==> config.mk <==
export PLATFORM = sky130hd
export DESIGN_NAME = control_unit_flat
export DESIGN_NICKNAME = d
export VERILOG_FILES = /design/src/rtl/control_unit_if.sv /design/src/rtl/control_unit.sv /design/src/flat_wrapper.sv
export SDC_FILE = /design/constraint.sdc
export NUM_CORES = 1
export LEC_CHECK = 0
export ABC_AREA = 1
export ABC_CLOCK_PERIOD_IN_PS = 960
export CAP_MARGIN = 15
export CORE_AREA = 4 4 41 43
export DETAILED_ROUTE_END_ITERATION = 16
export DIE_AREA = 0 0 45 47
export PLACE_DENSITY = 0.64
export SLEW_MARGIN = 10
export SYNTH_ARGS = -nofsm -noshare
export SYNTH_HDL_FRONTEND = slang
export SYNTH_SLANG_ARGS = --single-unit
==> constraint.sdc <==
create_clock -name clk -period 0.96 [get_ports clk]
set_input_delay 0.288 -clock clk [delete_from_list [all_inputs] [get_ports clk]]
set_output_delay 0.288 -clock clk [all_outputs]
set_load 0.005 [all_outputs]
==> src/rtl/control_unit_if.sv <==
// Instruction-in / control-out bundle between the instruction source and the control unit.
interface control_unit_if;
    logic [7:0] inst;
    logic [3:0] aluSel;
    logic [2:0] regInSel;
    logic [2:0] regOutSel;
    logic       regInEn;
    logic       regOutEn;
    logic       genConst;
    logic       loadAddr;

    modport master (
        output inst,
        input  aluSel, regInSel, regOutSel, regInEn, regOutEn, genConst, loadAddr
    );

    modport slave (
        input  inst,
        output aluSel, regInSel, regOutSel, regInEn, regOutEn, genConst, loadAddr
    );
endinterface

==> src/rtl/control_unit.sv <==
// Registered instruction decoder for the 8-bit datapath; ALU instructions are
// only decoded when CONTROL_UNIT_ALU_EN is defined, otherwise 0x80-0xFF act as NOP.
module control_unit (
    input  logic          clk,
    input  logic          rst,
    control_unit_if.slave bus
);

    // Every output starts from zero each cycle, so undecoded opcodes fall out as NOP.
    always_ff @(posedge clk) begin
        if (rst) begin
            bus.aluSel    <= 4'b0000;
            bus.regInSel  <= 3'b000;
            bus.regOutSel <= 3'b000;
            bus.regInEn   <= 1'b0;
            bus.regOutEn  <= 1'b0;
            bus.genConst  <= 1'b0;
            bus.loadAddr  <= 1'b0;
        end else begin
            bus.aluSel    <= 4'b0000;
            bus.regInSel  <= 3'b000;
            bus.regOutSel <= 3'b000;
            bus.regInEn   <= 1'b0;
            bus.regOutEn  <= 1'b0;
            bus.genConst  <= 1'b0;
            bus.loadAddr  <= 1'b0;
            if (bus.inst[7]) begin
`ifdef CONTROL_UNIT_ALU_EN
                bus.aluSel    <= bus.inst[6:3];
                bus.regOutSel <= bus.inst[2:0];
                bus.regOutEn  <= 1'b1;
                bus.regInEn   <= 1'b1;
`endif
            end else begin
                case (bus.inst[7:3])
                    5'b00001: begin
                        bus.regOutSel <= bus.inst[2:0];
                        bus.regInEn   <= 1'b1;
                        bus.regOutEn  <= 1'b1;
                    end
                    5'b00010: begin
                        bus.regInSel <= bus.inst[2:0];
                        bus.regInEn  <= 1'b1;
                        bus.regOutEn <= 1'b1;
                    end
                    // The constant generator owns the bus here, so no register drives it.
                    5'b00011: begin
                        bus.genConst <= 1'b1;
                        bus.regInSel <= bus.inst[2:0];
                        bus.regInEn  <= 1'b1;
                    end
                    5'b00100: begin
                        bus.loadAddr  <= 1'b1;
                        bus.regOutSel <= bus.inst[2:0];
                        bus.regOutEn  <= 1'b1;
                    end
                    default: begin
                    end
                endcase
            end
        end
    end

endmodule

==> src/flat_wrapper.sv <==
// flat-port wrapper written by rule: the top's interface ports become plain ports
module control_unit_flat 
  (clk, rst, bus_inst, bus_aluSel, bus_regInSel, bus_regOutSel, bus_regInEn, bus_regOutEn, bus_genConst, bus_loadAddr);
  control_unit_if bus_i ();
  input  logic clk;
  input  logic rst;
  input wire logic [$bits(bus_i.inst)-1:0] bus_inst;
  output wire logic [$bits(bus_i.aluSel)-1:0] bus_aluSel;
  output wire logic [$bits(bus_i.regInSel)-1:0] bus_regInSel;
  output wire logic [$bits(bus_i.regOutSel)-1:0] bus_regOutSel;
  output wire logic [$bits(bus_i.regInEn)-1:0] bus_regInEn;
  output wire logic [$bits(bus_i.regOutEn)-1:0] bus_regOutEn;
  output wire logic [$bits(bus_i.genConst)-1:0] bus_genConst;
  output wire logic [$bits(bus_i.loadAddr)-1:0] bus_loadAddr;
  assign bus_i.inst = bus_inst;
  assign bus_aluSel = bus_i.aluSel;
  assign bus_regInSel = bus_i.regInSel;
  assign bus_regOutSel = bus_i.regOutSel;
  assign bus_regInEn = bus_i.regInEn;
  assign bus_regOutEn = bus_i.regOutEn;
  assign bus_genConst = bus_i.genConst;
  assign bus_loadAddr = bus_i.loadAddr;
  control_unit u_core (.clk(clk), .rst(rst), .bus(bus_i));
endmodule
# After elaboration in Yosys (flattened, before gate mapping)
# Cells that the tools add are included.
# word_totals
elab_cells	23
register_bits	10
out_inout_bits	14
# classes
reduce_logical	7
eq_ne	4
n_mux	4
bitwise_logic	2
# op_table
op	n
$reduce_or A3 Y1	4
$eq A5 B2 Y1 const B	2
$reduce_or A2 Y1	3
$eq A5 B1 Y1 const B	1
$eq A5 B3 Y1 const B	1
$mux W1	4
$not A1 Y1	2

# Depth between registers and ports, before layout
# logic_depth
ltp_word	4
ltp_mapped	6
depth_no_buf	6

# Worst setup path before layout
# Ideal clock, no wire load.
# synth_path
kind	input to register
from	input port bus_inst[4]
to	register u_core.bus.regOutSel[0]
path_buffers	0
arrival_ns	0.725
slack_ns	0.171
stages	5
setup_ns	0.064
t_required_ns	0.896
cell_sequence	nor2_1 > nand3_4 > nand2_2 > nand2_2 > nor2_1
# synth_via
elab_chain_len	4
elab_cells_between_ends	5
classes_between	2 x eq/ne; 1 x bitwise; 2 x reduce/logical
# synth_rtl
element	line_no	text
from (decl)	flat_wrapper.sv:7	input wire logic [$bits(bus_i.inst)-1:0] bus_inst;
$eq A5 B1 Y1 / $eq A5 B3 Y1 (equally long branches)	control_unit.sv:35	case (bus.inst[7:3])
$reduce_or A2 Y1 (no source line) *	--	
$not A1 Y1 (no source line) *	--	
$reduce_or A3 Y1 (no source line) *	--	
to (signal assigned)	control_unit.sv:37	bus.regOutSel <= bus.inst[2:0];
to (signal assigned)	control_unit.sv:54	bus.regOutSel <= bus.inst[2:0];
to (decl)	control_unit_if.sv:19	output aluSel, regInSel, regOutSel, regInEn, regOutEn, genConst, loadAddr
# Mark *: on every way between the ends. The rest lies on a longest branch, timed or not.
# A chain may end at the register's enable or synchronous reset.

# Worst setup path after layout
# layout_path
from	register u_core.bus.loadAddr
to	output port bus_loadAddr
# layout_rtl
element	line_no	text
from (decl)	control_unit_if.sv:19	
from (signal assigned)	control_unit.sv:18	bus.loadAddr <= 1'b0;
from (signal assigned)	control_unit.sv:26	bus.loadAddr <= 1'b0;
from (signal assigned)	control_unit.sv:53	bus.loadAddr <= 1'b1;
to (decl)	flat_wrapper.sv:14	output wire logic [$bits(bus_i.loadAddr)-1:0] bus_loadAddr;
# No word-level cell between the ends.

==> results.json <==
{
  "antenna_found_initial": 0,
  "p_total_mw": 0.8668,
  "synth.distinct_cells": 13,
  "dr.pass1.iters": 2,
  "viasPerCell": 3.942,
  "n_antenna_cell": 0,
  "design.die.area_mm2": 0.002115,
  "io_pins": 24,
  "grt_max_degree": 7,
  "cp.required_ns": 0.67,
  "maxCapViolCount": 0,
  "vias": 339,
  "p_leak_nw": 0.3190,
  "gp_congestion": 0.8103,
  "synth-seq-cells": 10,
  "drv_slew": 0,
  "final_layout_size_suffix_gt1_share_pct": 38.03,
  "setup_viol": 2,
  "cts_sinks": 10,
  "synth_edf_count": 0,
  "synth_area_um2": 404.1,
  "min_period_ns": 0.9684,
  "post_cts_buffers": 0,
  "initial_core_util_pct": 31.06,
  "grt_pass1_vias": 286,
  "min_from": "bus_inst[3]",
  "clock.fmax_ghz": 1.033,
  "place_ws_ns": -0.3958,
  "end_kind": "primary output",
  "die_w_um": 45,
  "yosysMostFrequentCell": "nor2_1",
  "start_kind": "register",
  "drt-total-wl_um": 710,
  "grt_util_all_layers_pct": 6.883,
  "cts_buffer_depth": 2,
  "detail-route-antenna-nets": 0,
  "io_buffer_count": 19,
  "placed_cells": 82,
  "max_stage_delay_ns": 0.31,
  "critical_path.cell_chain": "buf_2",
  "yosysTopAreaCell": "dfxtp_1",
  "synth_seq_area_share_pct": 49.54,
  "crit_path_top_delay_cell": "dfxtp_2",
  "synth_warnings": 0,
  "rsz0062_at_grt": "yes",
  "stdcell_count": 86,
  "syn_inst": 49,
  "dp_hpwl_um": 591.7,
  "grt_pass1_wl_mm": 1.028,
  "violations": "negative setup slack",
  "synth_top_area_share_pct": 49.54,
  "cp.arrival_ns": 0.68,
  "die_h_um": 47,
  "worst_setup_hold_path_clk_slew_ns": 0.06,
  "worstHoldPathType": "primary input to register",
  "drt_first_iter_violations": 1,
  "powerDensity_mw_per_mm2": 1443,
  "crit_type": "register to primary output",
  "synthArstFlopShare_pct": 0,
  "finalSetupTns_ns": -0.009838,
  "cp_max_fo": 1,
  "cp_top_family": "flip-flops",
  "avgSynthCellArea_um2": 8.248,
  "cts_buffers": 3,
  "core_mm2": 0.001301,
  "cts_tree": "done",
  "outcome": "complete, but fails checks",
  "syn2layout_area_growth_pct": 48.61,
  "clockRootBuffer": "clkbuf_4",
  "fin_crit_sh_pct": 100.9,
  "drc": 0,
  "hold_viol_final": 0,
  "rows": 13,
  "htree_num_levels": 1,
  "wl_per_cell_um": 8.256,
  "gr-total-overflow": 0,
  "synth.area.top_cells": "dfxtp_1 (50%), nor2_1 (12%), inv_1 (8.4%)",
  "peakVddDrop_uv": 473.1,
  "whs_ns": 0.4656,
  "worst_slack_ns": -0.008434,
  "ys.flop_type": "dfxtp_1",
  "nets": 82,
  "cp_num_buf_inv": 1,
  "synth_common_cells": "nor2_1 (13), dfxtp_1 (10), inv_1 (9)",
  "crit_start": "u_core.bus.loadAddr"
}
## final timing paths
path | to | cells after the start
setup / recovery | bus_loadAddr | 1
hold / removal | u_core.bus.genConst | 3
## layout by cell type, fill, tap and decap left out, types with 2 or more instances in the layout
master	netlist	final
conb_1	1	4
dlygate4sd2_1	0	5
nor2_1	13	11
nand2_2	2	2
inv_1	9	8
buf_6	0	2
dfxtp_2	0	3
buf_2	0	8
nor2_2	1	3
dfxtp_1	10	7
nand3_2	1	2
nand2_1	2	2
clkbuf_4	0	3
clkdlybuf4s50_1	0	4
nand3_1	3	2
## registers in the layout, summed over array words and instances (netlist names)
signal	cells
u_core.bus.regOutSel	3
u_core.bus.regInEn	1
u_core.bus.regInSel	3
u_core.bus.regOutEn	1
u_core.bus.loadAddr	1
u_core.bus.genConst	1
## area by class of cell
type | instances | area [um^2]
Fill cell | 150 | 700.7
Sequential cell | 10 | 203.9
Multi-Input combinational cell | 29 | 161.4
Timing Repair Buffer | 19 | 146.4
Tap cell | 15 | 18.77
Clock buffer | 4 | 36.28
Inverter | 9 | 33.78
## stage by stage
step / area [um^2] / utilization, %
floorplan: 415.4 / -
global placement: 594.3 / 45.67
detailed placement: 594.3 / 45.67
CTS: 584.3 / 44.90
global route: 600.6 / 46.15
finish: 600.6 / 46.15
## metal layers
layer  global-route usage [%]  up-vias  routed length, um
met1                    7.306      138                275
met2                    11.02       19                302
met5                        0        -                  0
met4                    5.263        0                  0
li1                         -      182                  -
met3                    2.682        0                132
## cell families (layout without fill, tap and decap cells)
family | Yosys count | count (layout) | share of synthesized area [%]
compound gates | 1 | 1 | 1.858
buf+inv | 13 | 32 | 15.79
simple gates | 24 | 24 | 31.89
flops | 10 | 10 | 49.54
other cells | 1 | 4 | 0.9279
## power breakdown
| group | total [mW] | internal, mW | switching (mW) |
|---|---|---|---|
| logic | 0.0886 | 0.0421 | 0.0465 |
| clock network | 0.357 | 0.229 | 0.128 |
| registers | 0.421 | 0.420 | 0.00107 |
| total | 0.867 | 0.691 | 0.175 |
## what timing repair did
item,CTS,global route
setup endpoints to repair,19,12
pin swaps,3,0
resized for setup,48,6
hold buffers,0,0
Note: power is estimated with default switching activity, not from simulation.
